**src/rtl/mips_pkg.sv**
```systemverilog
// rtl/mips_pkg.sv - shared types and constants for the data-memory access path
//
// Holds the access FSM state type, the default abort limit for a memory
// access, and the request legality rule shared by the controller.

package mips_pkg;

  typedef enum logic [1:0] {
    IDLE = 2'd0,
    BUSY = 2'd1,
    DONE = 2'd2
  } dmem_state_t;

  localparam int unsigned DMEM_TIMEOUT_DEFAULT = 255;

  // A request is legal when it is exactly one of load/store and word aligned.
  function automatic logic req_legal(input logic rd,
                                     input logic wr,
                                     input logic [1:0] lsb);
    return (rd ^ wr) && (lsb == 2'b00);
  endfunction

endpackage

```
**src/rtl/dmem_timeout_cnt.sv**
```systemverilog
// rtl/dmem_timeout_cnt.sv - 8-bit BUSY-cycle counter with terminal-count flag
//
// Ports:
//   clk, rst_n : clock, asynchronous active-low reset
//   clear      : zero the count (entry to BUSY); wins over enable
//   enable     : count one BUSY cycle that saw no acknowledge
//   tc         : this is the last BUSY cycle allowed; a further cycle
//                without acknowledge brings the count to TERMINAL

module dmem_timeout_cnt
  import mips_pkg::*;
#(
  parameter int unsigned TERMINAL = DMEM_TIMEOUT_DEFAULT
) (
  input  logic clk,
  input  logic rst_n,
  input  logic clear,
  input  logic enable,
  output logic tc
);

  // tc fires one count early so that the cycle which would make the count
  // reach TERMINAL is itself the abort cycle: TERMINAL BUSY cycles in total.
  localparam logic [7:0] TC_VALUE = 8'(TERMINAL - 1);

  logic [7:0] count;

  always_ff @(posedge clk or negedge rst_n) begin
    if (!rst_n) begin
      count <= 8'd0;
    end else if (clear) begin
      count <= 8'd0;
    end else if (enable) begin
      count <= count + 8'd1;
    end
  end

  assign tc = (count == TC_VALUE);

endmodule

```
**src/rtl/dmem_access_ctrl.sv**
```systemverilog
// rtl/dmem_access_ctrl.sv - MEM-stage data memory access controller with stall and timeout
//
// Ports:
//   Clk, Rst                    : clock, asynchronous active-low reset
//   MemRead_in, MemWrite_in     : load/store request from EX/MEM
//   Address_in, WriteData_in    : byte address and store data from EX/MEM
//   MemReq_out, MemWe_out       : registered request and direction to memory
//   MemAddr_out, MemWData_out   : captured address/data, held during the access
//   MemAck_in, MemRData_in      : completion pulse and load data from memory
//   Stall_out                   : freezes PC and pipeline up to EX/MEM
//   ReadData_out, ReadValid_out : load result (held) and its update pulse
//   BusError_out                : pulse for an aborted or illegal access

module dmem_access_ctrl
  import mips_pkg::*;
#(
  parameter int unsigned TIMEOUT_CYCLES = DMEM_TIMEOUT_DEFAULT
) (
  input  logic        Clk,
  input  logic        Rst,
  input  logic        MemRead_in,
  input  logic        MemWrite_in,
  input  logic [31:0] Address_in,
  input  logic [31:0] WriteData_in,
  output logic        MemReq_out,
  output logic        MemWe_out,
  output logic [31:0] MemAddr_out,
  output logic [31:0] MemWData_out,
  input  logic        MemAck_in,
  input  logic [31:0] MemRData_in,
  output logic        Stall_out,
  output logic [31:0] ReadData_out,
  output logic        ReadValid_out,
  output logic        BusError_out
);

  dmem_state_t state;
  dmem_state_t state_next;

  logic req_any;
  logic req_ok;
  logic stall_c;
  logic cnt_clear;
  logic cnt_en;
  logic cnt_tc;
  logic timeout;

  assign req_any = MemRead_in | MemWrite_in;
  assign req_ok  = req_legal(MemRead_in, MemWrite_in, Address_in[1:0]);

  dmem_timeout_cnt #(
    .TERMINAL(TIMEOUT_CYCLES)
  ) u_timeout_cnt (
    .clk    (Clk),
    .rst_n  (Rst),
    .clear  (cnt_clear),
    .enable (cnt_en),
    .tc     (cnt_tc)
  );

  always_ff @(posedge Clk or negedge Rst) begin
    if (!Rst) begin
      state <= IDLE;
    end else begin
      state <= state_next;
    end
  end

  always_comb begin
    state_next = state;
    stall_c    = 1'b0;
    cnt_clear  = 1'b0;
    cnt_en     = 1'b0;
    timeout    = 1'b0;
    unique case (state)
      IDLE: begin
        // Any request, legal or not, holds the pipeline for this cycle.
        if (req_any) begin
          stall_c = 1'b1;
          if (req_ok) begin
            state_next = BUSY;
            cnt_clear  = 1'b1;
          end else begin
            state_next = DONE;
          end
        end
      end
      BUSY: begin
        stall_c = 1'b1;
        // An acknowledge in the terminal cycle still counts as success.
        if (MemAck_in) begin
          state_next = DONE;
        end else begin
          cnt_en = 1'b1;
          if (cnt_tc) begin
            timeout    = 1'b1;
            state_next = DONE;
          end
        end
      end
      DONE: begin
        state_next = IDLE;
      end
      default: begin
        state_next = IDLE;
      end
    endcase
  end

  // Gated by reset so the stall is low while reset is held, even with a
  // request present on the inputs.
  assign Stall_out = Rst & stall_c;

  always_ff @(posedge Clk or negedge Rst) begin
    if (!Rst) begin
      MemReq_out    <= 1'b0;
      MemWe_out     <= 1'b0;
      MemAddr_out   <= 32'd0;
      MemWData_out  <= 32'd0;
      ReadData_out  <= 32'd0;
      ReadValid_out <= 1'b0;
      BusError_out  <= 1'b0;
    end else begin
      ReadValid_out <= 1'b0;
      BusError_out  <= 1'b0;
      case (state)
        IDLE: begin
          if (req_any) begin
            if (req_ok) begin
              MemReq_out   <= 1'b1;
              MemWe_out    <= MemWrite_in;
              MemAddr_out  <= Address_in;
              MemWData_out <= WriteData_in;
            end else begin
              BusError_out <= 1'b1;
            end
          end
        end
        BUSY: begin
          if (MemAck_in) begin
            MemReq_out <= 1'b0;
            if (!MemWe_out) begin
              ReadData_out  <= MemRData_in;
              ReadValid_out <= 1'b1;
            end
          end else if (timeout) begin
            MemReq_out   <= 1'b0;
            BusError_out <= 1'b1;
          end
        end
        default: begin
        end
      endcase
    end
  end

endmodule
```
**config.mk**
```make
export PLATFORM = sky130hd
export DESIGN_NAME = dmem_access_ctrl
export DESIGN_NICKNAME = d
export VERILOG_FILES = /design/src/rtl/mips_pkg.sv /design/src/rtl/dmem_timeout_cnt.sv /design/src/rtl/dmem_access_ctrl.sv
export SDC_FILE = /design/constraint.sdc
export NUM_CORES = 1
export LEC_CHECK = 0
export BUFFER_PORTS_ARGS = -buffer_cell sky130_fd_sc_hd__buf_2
export CORE_ASPECT_RATIO = 0.75
export CORE_MARGIN = 8
export CORE_UTILIZATION = 30
export CTS_CLUSTER_DIAMETER = 100
export DETAILED_ROUTE_END_ITERATION = 16
export PLACE_DENSITY_LB_ADDON = 0.05
export SLEW_MARGIN = 20
export SYNTH_ARGS = -nofsm -noshare
export SYNTH_HDL_FRONTEND = slang
export SYNTH_SLANG_ARGS = --single-unit
```
**constraint.sdc**
```tcl
create_clock -name Clk -period 4.5 [get_ports Clk]
set_input_delay 0.9 -clock Clk [delete_from_list [all_inputs] [get_ports Clk]]
set_output_delay 0.9 -clock Clk [all_outputs]
set_load 0.03 [all_outputs]
```
# [Yosys cells after proc, flatten, opt, wreduce, memory -nomap -nowiden]
# Index checks and enable logic that the tools add are counted.
[totals] regBits=110 in_bits=101 out_inout_bits=101 elab_cells=59
[op_classes] addsub=1 eq_ne=6 n_mux=30 bitwise_logic=4 reduce_logical=9
[op_table] cell="$mux W1" count=20
[op_table] cell="$mux W8" count=2
[op_table] cell="$add A8 B1 Y8 const B" count=1
[op_table] cell="$eq A8 B8 Y1 const B" count=1
[op_table] cell="$mux W2" count=4
[op_table] cell="$ne A3 B3 Y1 const B" count=2
[op_table] cell="$pmux W1 S2" count=3
[op_table] cell="$reduce_and A3 Y1" count=2
[op_table] cell="$logic_not A2 Y1" count=2
[op_table] cell="$ne A2 B2 Y1 const B" count=2
[op_table] cell="$pmux W2 S2" count=1
[op_table] cell="$reduce_and A4 Y1" count=1
[op_table] cell="$reduce_bool A2 Y1" count=2
[op_table] cell="$eq A2 B1 Y1 const B" count=1
[op_table] cell="$reduce_and A2 Y1" count=1
[op_table] cell="$and A1 B1 Y1" count=1
[op_table] cell="$logic_and A1 B1 Y1" count=1
[op_table] cell="$not A1 Y1" count=1
[op_table] cell="$or A1 B1 Y1" count=1
[op_table] cell="$xor A1 B1 Y1" count=1

# [Depth between registers and ports, before layout]
# Gate-level depths: netlist (run 1).
[depth] word_depth=7 ltp_mapped=8 depth_no_buf=5

# [Modules after synthesis]
# From an unflattened synthesis (run 1), not the netlist that was laid out.
[hier_totals] cells_unflattened=273 hier_area_um2=4354.2
[modules_own_cells] mod="dmem_access_ctrl" n_inst=1 cells_each=232 area_each_um2=3943.8 seq_area_each_um2=2552.4
[modules_own_cells] mod="dmem_timeout_cnt" n_inst=1 cells_each=41 area_each_um2=410.4 seq_area_each_um2=200.2

# [Worst setup path before layout (run 1)]
# OpenSTA, ideal clock, no wires.
[synth_timing] path_kind="input port to flip-flop" start="in MemWrite_in" end="reg MemWData_out[16]" setup_time_ns=0.128 arrival_time_ns=2.489 required_ns=4.372 path_slack_ns=1.883 stages=8 path_buffers=3 path_cell_list="inv_1 -> ha_1 -> or3b_1 -> clkbuf_1 -> nor2_2 -> buf_4 -> buf_4 -> mux2_1"
[synth_via] elab_chain_cells=3 elab_cells_between_ends=4 classes_between="bitwise (2); reduce/logical (2)"
[synth_lines] item="start, declared" line="dmem_access_ctrl.sv:22" text="input logic MemWrite_in,"
[synth_lines] item="$xor A1 B1 Y1" line="mips_pkg.sv:20" text="return (rd ^ wr) && (lsb == 2'b00);"
[synth_lines] item="$logic_and A1 B1 Y1" line="mips_pkg.sv:20"
[synth_lines] item="$reduce_and A3 Y1 (no line) (*)"
[synth_lines] item="end signal, assigned" line="dmem_access_ctrl.sv:133" text="MemWData_out <= WriteData_in;"
[synth_lines] item="end, declared" line="dmem_access_ctrl.sv:28" text="output logic [31:0] MemWData_out,"
# Mark *: on every way between the ends. The rest lies on a longest branch, timed or not.
# A chain may end at the register's enable or synchronous reset.

# [Worst setup path after layout (run 1)]
[layout_timing] start="in Rst" end="out Stall_out"
[layout_via] elab_chain_cells=1
[layout_lines] item="start, declared" line="dmem_access_ctrl.sv:20" text="input logic Rst,"
[layout_lines] item="$and A1 B1 Y1" line="dmem_access_ctrl.sv:112" text="assign Stall_out = Rst & stall_c;"
[layout_lines] item="end, declared" line="dmem_access_ctrl.sv:31" text="output logic Stall_out,"
# No other way between the ends.

==> run_results.csv, run 1 <==
group,metric,value,unit
floorplanning,rows,37,
clock_tree,root_buffer,"clkbuf_16",
clock_tree,clkSlewWorstSetupHoldPaths,0.07,ns
clock_tree,cts_sinks,110,
drt,ant_nets,0,
synthesis,ys_seq_area_share,64.5,%
synthesis,async_flop_share,100,%
timing,rsz0062_at_grt,"false",
floorplanning,io_pins,202,
timing,setup-violations-final,0,
drt,wirelength,11100,um
clock_tree,clock_path_buffers,2,
clock_tree,cts_buffers,9,
global_route,grt_pass1_wl,17800,um
drt,drt_first_pass_iters,4,
clock_tree,post_cts_resized,0,
global_route,grt_use_total,12.1,%
timing,max_freq,367,MHz
clock_tree,insertion_delay,0.34,ns
synthesis,synth_cells,278,
finish,synthToLayoutAreaGrowth,35.8,%
timing,tns,0,ns
critical_path,crit_type,"primary input to output pin",
power,finalPower,4.01,mW
synthesis,syn_area_per_cell,15.4,um^2
timing,worst_clock_skew,0.00614,ns
clock_tree,post-cts-setup-buffers,0,
outcome,status,"finished clean",
power,vdd_drop_max,0.305,mV
power,p_leak,2.94,nW
synthesis,synth_area,4270,um^2
floorplanning,initial_utilization,30.9,%
synthesis,synth_flop_cell,"dfrtp_1",
global_route,grt_antenna_before_repair,0,
finish,final_cells,662,
placed_design,gp_congestion,0.705,
synthesis,synth_edf_count,0,
global_route,grt_pass1_vias,3338,
timing,period_needed,2.73,ns
critical_path,end_kind,"output pin",
drt,viasPerCell,4.44,
critical_path,cp.arrival,1.83,ns
global_route,grt_overflow,0,
drt,vias,2937,
finish,drive_above_1_share,45.9,%
timing,fin_crit_sh,60.6,%
min_path,hold_start,"ReadData_out[4]$_DFFE_PN0P_",
clock_tree,cts_hold_buf,0,
drt,route.detailed.drc,0,
placed_design,io_buffers,201,
synthesis,ys_ff_latch,110,
clock_tree,htreeDepth,3,
run,cap_viol_max_count,0,
synthesis,synth_cell_types,36,
clock_tree,cts_tree,"done",
synthesis,syn_nets,382,
drt,drtIter0Drc,59,
synthesis,yosysWarningCount,0,
placed_design,place_inst,645,
finish,mostFrequentLayoutCells,"buf_2, dfrtp_1, mux2_1",
finish,mostFrequentLayoutCell,"buf_2",
floorplanning,core,13800,um^2
floorplanning,fp.dieW,154,um
power,pwr_density_cell,693,nW/um^2
timing,relSlewSlack,43.3,%
placed_design,hpwl,8330,um
critical_path,r2r-start,"state[0]$_DFFE_PN0P_",
timing,final_hold_viol_count,0,
min_path,min-delay-path-class,"flop to flop",
floorplanning,die_area,18300,um^2
timing,tightest_slew,0.850,ns
drt,wl_per_cell,16.7,um
critical_path,crit_path_start_kind,"primary input",
critical_path,critical_path.max_fanout,45,
critical_path,startpoint,"Rst",
timing,slew_viol_final,0,
global_route,grt_max_degree,68,
finish,final_nets,585,
critical_path,cp.required,3.60,ns
floorplanning,die_height,119,um
## report_power, final
group / total (mW) / internal (mW) / switching (mW)
Sequential: 1.55 / 1.37 / 0.184
Clock: 0.846 / 0.490 / 0.356
Combinational: 1.61 / 0.499 / 1.11
## synth_stat cells (all sizes together), types with 2 or more instances
master	n	area share, %
or3b	2	0.41
inv	5	0.44
clkbuf	2	0.18
buf	11	1.4
and2	2	0.29
nand2b	2	0.29
dfrtp	110	64
nand3	3	0.35
ha	3	0.88
a21oi	6	0.79
nand2	6	0.53
mux2	94	25
o21ai	7	0.82
or3	4	0.59
nor2	4	0.41
## area by class of cell
class / instances / area, um^2
Clock buffer: 11 / 233
Timing Repair Buffer: 205 / 1040
Sequential cell: 110 / 2750
Clock inverter: 5 / 81.3
Tap cell: 175 / 219
Multi-Input combinational cell: 150 / 1450
Inverter: 5 / 18.8
Antenna cell: 1 / 2.50
Fill cell: 1336 / 8000
## sequential cells by signal, summed over array words and instances (netlist names)
| signal | cells |
|---|---|
| MemAddr_out | 32 |
| MemWData_out | 32 |
| ReadData_out | 32 |
| u_timeout_cnt.count | 8 |
| state | 2 |
| BusError_out | 1 |
| MemReq_out | 1 |
| MemWe_out | 1 |
| ReadValid_out | 1 |
## metal layers
| metal | vias to the layer above | track usage, % | routed length (um) |
|---|---|---|---|
| li1 | 1388 | - | - |
| met5 | - | 0 | 0 |
| met1 | 1423 | 14.8 | 4880 |
| met3 | 4 | 6.79 | 1220 |
| met4 | 0 | 3.11 | 53 |
| met2 | 122 | 18.2 | 4890 |
## kinds of logic after synthesis
group,count (synthesis),share of synthesized area (%)
AOI/OAI and AO/OA,19,2.81
adders and majority gates,3,0.880
buffers and inverters,18,2.02
and+or+nand+nor,32,4.54
muxes,95,25.0
DFF,110,64.5
xor gates and xnor gates,1,0.205
## worst max-delay path, stage by stage
cell    delay [ns]
buf_4         0.45
and3_1        0.25
buf_2         0.19
## per-stage QoR
step	setup WS [ns]	utilization (%)	area (um^2)	hold WS (ns)
after floorplan	1.88	-	4270	0.530
after global placement	1.67	39.7	5480	0.461
after detailed placement	1.63	39.7	5480	0.469
after CTS	1.72	42.0	5790	0.487
after global routing	1.64	42.0	5790	0.497
final	1.77	42.0	5790	0.481
## path summary, 6_finish.rpt
check	slack, ns	cells past startpoint	endpoint
max in group asynchronous	2.66	2	MemAddr_out[20]$_DFFE_PN0P_
max	1.77	3	Stall_out
min reg2reg	0.48	1	ReadData_out[4]$_DFFE_PN0P_
min	0.48	1	ReadData_out[4]$_DFFE_PN0P_
min in group asynchronous	0.54	1	MemWData_out[7]$_DFFE_PN0P_
max reg2reg	2.45	4	MemAddr_out[25]$_DFFE_PN0P_
Note: power is estimated with default switching activity, not from simulation.
==> inputs of run 2 (changes only) <==
- ABC_AREA: default -> 1
- clock period: 4.5 -> 2.64 ns (I/O delays scaled with it)
==> run_results.csv, run 2 <==
group,metric,value,unit
finish,synthToLayoutAreaGrowth,33.9,%
clock_tree,root_buffer,"clkbuf_16",
timing,slew_viol_final,0,
synthesis,syn_area_per_cell,8.72,um^2
critical_path,cpPeakStageDelay,0.42,ns
global_route,grt_use_total,13.4,%
synthesis,synth_area_leaders,"dfrtp_1, nand2_1, buf_6",
drt,route.detailed.drc,0,
synthesis,ys_ff_latch,110,
timing,tns,0,ns
synthesis,synth_top_cell_by_area,"dfrtp_1",
placed_design,hpwl,9350,um
drt,drt_first_pass_iters,4,
clock_tree,insertion_delay,0.34,ns
timing,final_hold_viol_count,0,
clock_tree,cts_tree,"done",
placed_design,dpl_worst_slack,0.548,ns
synthesis,synth_area,4450,um^2
floorplanning,io_pins,202,
finish,mostFrequentLayoutCell,"nand2_1",
clock_tree,post-cts-setup-buffers,0,
clock_tree,htreeDepth,3,
critical_path,cp.arrival,1.38,ns
critical_path,critical_path.max_fanout,5,
critical_path,worstPathCellList,"nor2_4 -> nand2_4 -> a21boi_0 -> buf_2",
timing,relSlewSlack,60.2,%
timing,setup_ws,0.735,ns
drt,wl_per_cell,13.9,um
synthesis,synth_edf_count,0,
floorplanning,fp.dieW,157,um
clock_tree,post_cts_resized,0,
floorplanning,rows,38,
drt,ant_nets,0,
finish,multi_input_area,1460,um^2
synthesis,ys_seq_area_share,61.9,%
synthesis,yosysMostFrequentCell,"nand2_1",
run,cap_viol_max_count,0,
clock_tree,clock_path_buffers,2,
critical_path,cp.required,2.11,ns
synthesis,synth_cell_types,19,
placed_design,gp_congestion,0.730,
clock_tree,cts_sinks,110,
min_path,min-delay-path-class,"primary input to asynchronous set/reset pin",
finish,drive_above_1_share,32.8,%
drt,wirelength,12700,um
critical_path,crit_buf_inv,1,
critical_path,crit_path_start_kind,"flop",
synthesis,synth_cells,510,
synthesis,async_flop_share,100,%
floorplanning,die_height,121,um
floorplanning,core,14500,um^2
timing,tightest_slew,0.596,ns
finish,regArea,2750,um^2
critical_path,r2r-start,"state[0]$_DFFE_PN0P_",
global_route,grt_pass1_wl,20400,um
global_route,grt_max_degree,111,
finish,final_nets,812,
synthesis,syn_nets,614,
global_route,grt_pass1_vias,3899,
finish,nFillCells,1496,
drt,viasPerCell,4.17,
outcome,status,"finished clean",
power,pwr_density_cell,1300,nW/um^2
critical_path,crit_type,"flop to output pin",
critical_path,slowest_stage,"dfrtp_1",
timing,worst_clock_skew,0.0105,ns
power,vdd_drop_max,0.522,mV
synthesis,synth_top_area_share,61.9,%
critical_path,cpLargestDelayFamily,"flip-flops",
critical_path,r2r_slack,1.06,ns
finish,top_regs,"MemAddr_out: 32 flops, MemWData_out: 32 flops, ReadData_out: 32 flops",
drt,drtIter0Drc,203,
timing,rsz0062_at_grt,"false",
synthesis,ys_top_cells_by_count,"nand2_1, dfrtp_1, inv_1",
placed_design,io_buffers,201,
synthesis,synth_flop_cell,"dfrtp_1",
drt,vias,3808,
floorplanning,initial_utilization,30.7,%
synthesis,yosysWarningCount,0,
finish,diodes,0,
finish,mostFrequentLayoutCells,"nand2_1, buf_2, dfrtp_1",
critical_path,worstReg2RegEnd,"MemWData_out[19]$_DFFE_PN0P_",
power,p_leak,3.52,nW
critical_path,end_kind,"output pin",
clock_tree,clkSlewWorstSetupHoldPaths,0.08,ns
critical_path,r2r_cells,7,
timing,max_freq,525,MHz
global_route,grt_overflow,0,
timing,fin_crit_sh,72.2,%
floorplanning,die_area,19000,um^2
timing,setup-violations-final,0,
clock_tree,cts_buffers,9,
global_route,grt_antenna_before_repair,1,
timing,period_needed,1.90,ns
clock_tree,cts_hold_buf,0,
-- run 2: cell types whose count changed after synthesis, moves of 3 or more --
cell / change
o21ai_1: -3
nand2_2: +3
nand2_1: +312
mux2_1: -94
nor2_1: +8
or3_1: -4
nand3_1: +9
buf_6: +9
inv_2: +4
nor2_4: +3
inv_1: +9
-- run 2: cell type report --
cell class,instances,area share (%)
Tap cell,200,4.20
Clock inverter,6,1.53
Timing Repair Buffer,207,18.3
Multi-Input combinational cell,362,24.6
Clock buffer,10,4.01
Sequential cell,110,46.2
Inverter,18,1.13
-- run 2: logic make-up (layout without fill, tap and decap cells) --
family | count (synthesis) | after routing | synth area share, %
and+or+nand+nor | 348 | 348 | 30.6
AOI/OAI and AO/OA | 9 | 9 | 1.10
xor gates and xnor gates | 2 | 2 | 0.394
adders and majority gates | 3 | 3 | 0.844
buffers and inverters | 38 | 241 | 5.21
DFF | 110 | 110 | 61.9
-- run 2: worst max path at each step --
stage          slack, ns  cells past startpoint                                 end                 start
2_1_floorplan       0.49                      5                           Stall_out            MemRead_in
3_3_place_gp        0.58                      9  u_timeout_cnt.count[3]$_DFFE_PN0P_            MemRead_in
3_5_place_dp        0.55                      9  u_timeout_cnt.count[3]$_DFFE_PN0P_            MemRead_in
4_1_cts             0.70                      4                           Stall_out  state[0]$_DFFE_PN0P_
5_1_grt             0.62                      4                           Stall_out  state[0]$_DFFE_PN0P_
6_report            0.74                      4                           Stall_out  state[0]$_DFFE_PN0P_
-- run 2: metrics by stage --
stage | hold slack [ns] | cell area, um^2 | std cells | util, % | power [mW]
after floorplan | 0.232 | 4450 | 510 | - | 5.14
after global placement | 0.448 | 5620 | 897 | 38.8 | 6.32
after detailed placement | 0.453 | 5620 | 897 | 38.8 | 6.34
after CTS | 0.329 | 5950 | 913 | 41.1 | 7.88
after global routing | 0.336 | 5950 | 913 | 41.1 | 8.24
final | 0.279 | 5950 | 913 | 41.1 | 7.73
-- run 2: worst register-to-register path: cells and delay by family (launching register included) --
family,cells,cell delay (ns)
flip-flops,1,0.42
buffers and inverters,2,0.37
AND/OR/NAND/NOR,5,0.69
-- run 2: power by group --
part,internal (mW),switching (mW)
combinational,0.919,2.45
sequential,2.45,0.417
clock,0.865,0.625
-- run 2: per-layer routing --
metal  global-route usage (%)  vias up  routed length [um]
met5                        0        -                  12
met1                     16.3     1746                5400
met3                     6.23       10                1340
met4                     3.23        2                 106
met2                     21.3      122                5840
li1                         -     1928                   -
